### src/rtl/control_cabina.sv
// Elevator cabin controller: tracks the current floor, times floor-to-floor
// travel and door-open intervals, and follows motor commands from dispatch.
module control_cabina #(
   parameter int N_PISOS      = 10,
   parameter int TICKS_PISO   = 8,
   parameter int TICKS_PUERTA = 16
) (
   input  logic       clk,
   input  logic       rst_n,
   input  logic [1:0] motor,
   output logic [3:0] piso,
   output logic       cambio_piso,
   output logic       esperar,
   output logic [1:0] estado
);

   localparam int CNT_W = (TICKS_PISO   > 2) ? $clog2(TICKS_PISO)   : 1;
   localparam int TMR_W = (TICKS_PUERTA > 2) ? $clog2(TICKS_PUERTA) : 1;

   localparam logic [1:0] DETENIDO = 2'b00;
   localparam logic [1:0] SUBIENDO = 2'b01;
   localparam logic [1:0] BAJANDO  = 2'b10;
   localparam logic [1:0] PUERTA   = 2'b11;

   localparam logic [1:0] CMD_SUBIR = 2'b01;
   localparam logic [1:0] CMD_BAJAR = 2'b10;
   localparam logic [1:0] CMD_ABRIR = 2'b11;

   localparam logic [3:0]       PISO_MAX = 4'(N_PISOS - 1);
   localparam logic [CNT_W-1:0] CNT_LAST = CNT_W'(TICKS_PISO - 1);
   localparam logic [TMR_W-1:0] TMR_LAST = TMR_W'(TICKS_PUERTA - 1);

   logic [1:0]       estado_q, estado_d;
   logic [3:0]       piso_q, piso_d, piso_nxt;
   logic [CNT_W-1:0] cnt_q, cnt_d;
   logic [TMR_W-1:0] tmr_q, tmr_d;
   logic             cambio_q, cambio_d;
   logic             esperar_q, esperar_d;

   // Next-state, floor, travel counter and door timer computation.
   always_comb begin
      estado_d = estado_q;
      piso_d   = piso_q;
      piso_nxt = piso_q;
      cnt_d    = cnt_q;
      tmr_d    = tmr_q;
      cambio_d = 1'b0;
      case (estado_q)
         DETENIDO: begin
            if (motor == CMD_SUBIR && piso_q < PISO_MAX) begin
               estado_d = SUBIENDO;
               cnt_d    = '0;
            end else if (motor == CMD_BAJAR && piso_q != 4'd0) begin
               estado_d = BAJANDO;
               cnt_d    = '0;
            end else if (motor == CMD_ABRIR) begin
               estado_d = PUERTA;
               tmr_d    = '0;
            end else begin
               estado_d = DETENIDO;
            end
         end
         SUBIENDO: begin
            if (cnt_q == CNT_LAST) begin
               // Arrival: the decision is judged against the floor just reached.
               piso_nxt = (piso_q < PISO_MAX) ? piso_q + 4'd1 : piso_q;
               piso_d   = piso_nxt;
               cambio_d = 1'b1;
               cnt_d    = '0;
               if (motor == CMD_SUBIR && piso_nxt < PISO_MAX) begin
                  estado_d = SUBIENDO;
               end else if (motor == CMD_ABRIR) begin
                  estado_d = PUERTA;
                  tmr_d    = '0;
               end else begin
                  estado_d = DETENIDO;
               end
            end else begin
               cnt_d = cnt_q + CNT_W'(1);
            end
         end
         BAJANDO: begin
            if (cnt_q == CNT_LAST) begin
               piso_nxt = (piso_q != 4'd0) ? piso_q - 4'd1 : piso_q;
               piso_d   = piso_nxt;
               cambio_d = 1'b1;
               cnt_d    = '0;
               if (motor == CMD_BAJAR && piso_nxt != 4'd0) begin
                  estado_d = BAJANDO;
               end else if (motor == CMD_ABRIR) begin
                  estado_d = PUERTA;
                  tmr_d    = '0;
               end else begin
                  estado_d = DETENIDO;
               end
            end else begin
               cnt_d = cnt_q + CNT_W'(1);
            end
         end
         PUERTA: begin
            // Only a door-hold request is honoured while the doors are open.
            if (motor == CMD_ABRIR) begin
               tmr_d = '0;
            end else if (tmr_q == TMR_LAST) begin
               estado_d = DETENIDO;
               tmr_d    = '0;
            end else begin
               tmr_d = tmr_q + TMR_W'(1);
            end
         end
         default: begin
            estado_d = DETENIDO;
            cnt_d    = '0;
            tmr_d    = '0;
         end
      endcase
      esperar_d = (estado_d == PUERTA);
   end

   // State and output registers with asynchronous active-low reset.
   always_ff @(posedge clk or negedge rst_n) begin
      if (!rst_n) begin
         estado_q  <= DETENIDO;
         piso_q    <= 4'd0;
         cnt_q     <= '0;
         tmr_q     <= '0;
         cambio_q  <= 1'b0;
         esperar_q <= 1'b0;
      end else begin
         estado_q  <= estado_d;
         piso_q    <= piso_d;
         cnt_q     <= cnt_d;
         tmr_q     <= tmr_d;
         cambio_q  <= cambio_d;
         esperar_q <= esperar_d;
      end
   end

   assign estado      = estado_q;
   assign piso        = piso_q;
   assign cambio_piso = cambio_q;
   assign esperar     = esperar_q;

endmodule

### config.mk
export PLATFORM = sky130hd
export DESIGN_NAME = control_cabina
export DESIGN_NICKNAME = d
export VERILOG_FILES = /design/src/rtl/control_cabina.sv
export SDC_FILE = /design/constraint.sdc
export NUM_CORES = 1
export LEC_CHECK = 0
export CAP_MARGIN = 20
export CORE_MARGIN = 2
export CORE_UTILIZATION = 50
export CTS_BUF_LIST = sky130_fd_sc_hd__clkbuf_2
export DETAILED_ROUTE_END_ITERATION = 8
export HOLD_SLACK_MARGIN = 0.1
export PLACE_DENSITY = 0.71
export SLEW_MARGIN = 20
export SYNTH_ARGS = -nofsm -noshare
export SYNTH_HDL_FRONTEND = slang
export SYNTH_SLANG_ARGS = --single-unit
### constraint.sdc
create_clock -name clk -period 2.99 [get_ports clk]
set_input_delay 0.598 -clock clk [delete_from_list [all_inputs] [get_ports clk]]
set_output_delay 0.598 -clock clk [all_outputs]
set_load 0.01 [all_outputs]
==> run_results.csv <==
group,metric,value,unit
cts,hold_buffers,0,
placement,port_buffers,11,
synth,ys_ff_latch,15,
synth,syn-num-nets,159,
floorplanning,io_pins,12,
worst_setup_path,crit_fanout,12,
synth,synth.avg_cell_area,8.77,um^2
placement,gp_congestion,0.839,
cts,clk_pin_slew,0.16,ns
cts,cts_tree,"yes",
sta,slew_viol_final,0,
layout,fill_cells,223,
route,drc,0,
floorplanning,core-area,2430,um^2
route,drt_first_pass_iters,4,
sta,tns,0,ns
floorplanning,row_count,18,
global_routing,antenna_found_initial,0,
synth,synth-adder-area-share,0.109,
worst_setup_path,critPathRequiredTime,3.19,ns
route,avgViaCountPerCell,6.31,
global_routing,grt.overflow.total,0,
outcome,outcome,"finished clean",
global_routing,grt_pass1_vias,960,
power,switchingPower,356,uW
synth,synth_edf_count,0,
route,wire_per_inst,14.9,um
layout,multi_input_area,792,um^2
cts,cts_buffer_depth,2,
global_routing,top_usage_layer,"met2",
cts,cts.sinks,15,
sta,rsz0062_at_grt,"false",
worst_setup_path,worstSetupStartpointType,"flip-flop",
synth,ys_seq_area_frac,0.297,
synth,synth_top_area_frac,0.297,
synth,yosys_warnings,0,
job,cap_violations,0,
layout,stdcell_count,180,
floorplanning,start_util,0.519,
sta,fmax,398,MHz
synth,synth_ff_type,"dfrtp_1",
sta,final.setup_skew,0.0136,ns
placement,placed_cells,176,
floorplanning,die-area,2940,um^2
global_routing,grt_use_met2,0.311,
layout,fin_util,0.570,
route,wirelength,2690,um
layout,ff_latch_area,375,um^2
sta,fin_crit_sh,0.840,
power,power_frac_comb,0.530,
sta,final_hold_viol_count,0,
cts,cts-resized-gates,0,
layout,final_cell_mix,"dfrtp_1, inv_1, ha_1, clkdlybuf4s50_1, nand2_1",
global_routing,grt_pass1_wl,4410,um
floorplanning,die_y,54.3,um
synth,async_reset_ff_frac,1.00,
sta,worstMarginPinSlew,0.663,ns
sta,timing.slew.headroom,0.557,
cts,htreeDepth,1,
sta,finalCriticalPeriod,2.51,ns
synth,yosysTopAreaCell,"dfrtp_1",
route,vias,1136,
power,seq_power_share,0.353,
layout,area_growth,9.91,%
placement,detailed_place_hpwl,1950,um
synth,synthCells,144,
floorplanning,die_x,54.3,um
synth,synth_compound_area_frac,0.218,
synth,muxShareOfSynthArea,0.0327,
power,leakage,0.586,nW
layout,final_nets,166,
power,internal-power,478,uW
cts,root_buffer,"clkbuf_2",
global_routing,grtUsageMet3,0.0601,
worst_setup_path,arrival,2.72,ns
synth,synth.distinct_cells,49,
layout,diodes,0,
worst_setup_path,criticalPathCategory,"flip-flop to flip-flop",
worst_setup_path,worstSetupEndpointType,"flip-flop",
route,first_iter_violations,41,
route,postRouteAntennaNets,0,
synth,synth_area,1260,um^2
power,swShare,0.426,
synth,synth_xor_area_frac,0.0139,
cts,numCtsBuffers,3,
power,ir_drop,0.538,mV
cts,clock_latency,0.29,ns
synth,yosys.area_share.simple,0.254,
global_routing,grt_max_degree,16,
synth,synth_top_family_by_area,"simple AND/OR/NAND/NOR gates",
layout,drive_gt1_frac,0.0933,
power,power.share.clock,0.117,
global_routing,grt_util_met1,0.295,
sta,setup_viol,0,
layout,layout.cells.most_common,"dfrtp_1",
synth,yosys-top-cells-area,"dfrtp_1, ha_1, a31oi_1",
power,p_per_area,601,nW/um^2
global_routing,track_usage,0.207,
cts,cts_setup_buffers,0,
min_path,timing.hold.worst.class,"flip-flop to flip-flop",
-- per-stage QoR --
stage	power, mW	cell area, um^2	setup slack [ns]	hold slack (ns)
floorplan	0.616	1260	0.625	0.302
global placement	0.724	1370	0.532	0.510
finish	0.834	1390	0.478	0.555
detailed placement	0.739	1370	0.469	0.531
CTS	0.839	1390	0.490	0.552
global route	0.913	1390	0.301	0.588
-- power groups by stage --
stage	registers (mW)	clock network [mW]	logic (mW)
final	0.294	0.0975	0.442
after global routing	0.302	0.114	0.497
after CTS	0.294	0.102	0.443
after detailed placement	0.298	0	0.441
after global placement	0.296	0	0.429
after floorplan	0.294	0	0.322
-- worst max-delay path: stages, from the launching register on --
cell	delay (ns)
dfrtp_1	0.58
inv_1	0.11
ha_1	0.29
nand2b_1	0.18
nand2_1	0.17
nand4b_1	0.17
nor4b_2	0.35
and3_4	0.28
mux2_4	0.30
-- area by class of cell --
cell class / count / area share
Clock buffer: 3 / 0.0108
Clock inverter: 1 / 0.00361
Inverter: 12 / 0.0325
Multi-Input combinational cell: 107 / 0.571
Sequential cell: 15 / 0.271
Tap cell: 30 / 0.0271
Timing Repair Buffer: 12 / 0.0848
-- state kept, by name, indices dropped and copies added, names as in the netlist --
name,count
esperar,1
estado,2
tmr_q,4
cambio_piso,1
piso,4
cnt_q,3
-- synth_stat cells, drive strengths merged (3+ instances only) --
cell    count
nor3        4
nor2b       3
nand3       6
o22ai       7
mux2        3
nor2        7
clkbuf      5
nand2      10
a31oi       7
buf         5
o211ai      3
nand4       3
and3        3
nand4b      3
inv        12
ha         11
dfrtp      15
a21oi       3
o21ai       5
-- per-layer routing --
layer  share of wire  wire (um)
met5               0          0
met4          0.0045         12
met3           0.048        130
met2            0.48       1280
met1            0.47       1260
-- final timing paths --
kind	from	endpoint	slack, ns	cells after the start
worst max-delay path	piso[1]$_DFFE_PN0P_	tmr_q[1]$_DFFE_PN0P_	0.48	8
worst min-delay path	cnt_q[2]$_DFFE_PN0P_	cnt_q[2]$_DFFE_PN0P_	0.55	2
worst max register to register	piso[1]$_DFFE_PN0P_	tmr_q[1]$_DFFE_PN0P_	0.48	8
worst min register to register	cnt_q[2]$_DFFE_PN0P_	cnt_q[2]$_DFFE_PN0P_	0.55	2
max in group asynchronous	rst_n	cambio_piso$_DFF_PN0_	1.87	1
min in group asynchronous	rst_n	piso[2]$_DFFE_PN0P_	0.68	1
-- kinds of logic (layout without fill, tap and decap cells) --
family	Yosys count	after routing
simple gates	53	53
fa+ha+maj	11	11
mux	3	3
buf+inv	22	28
flops	15	15
xor+xnor	2	2
compound gates	38	38
(Power assumes the default switching activity.)
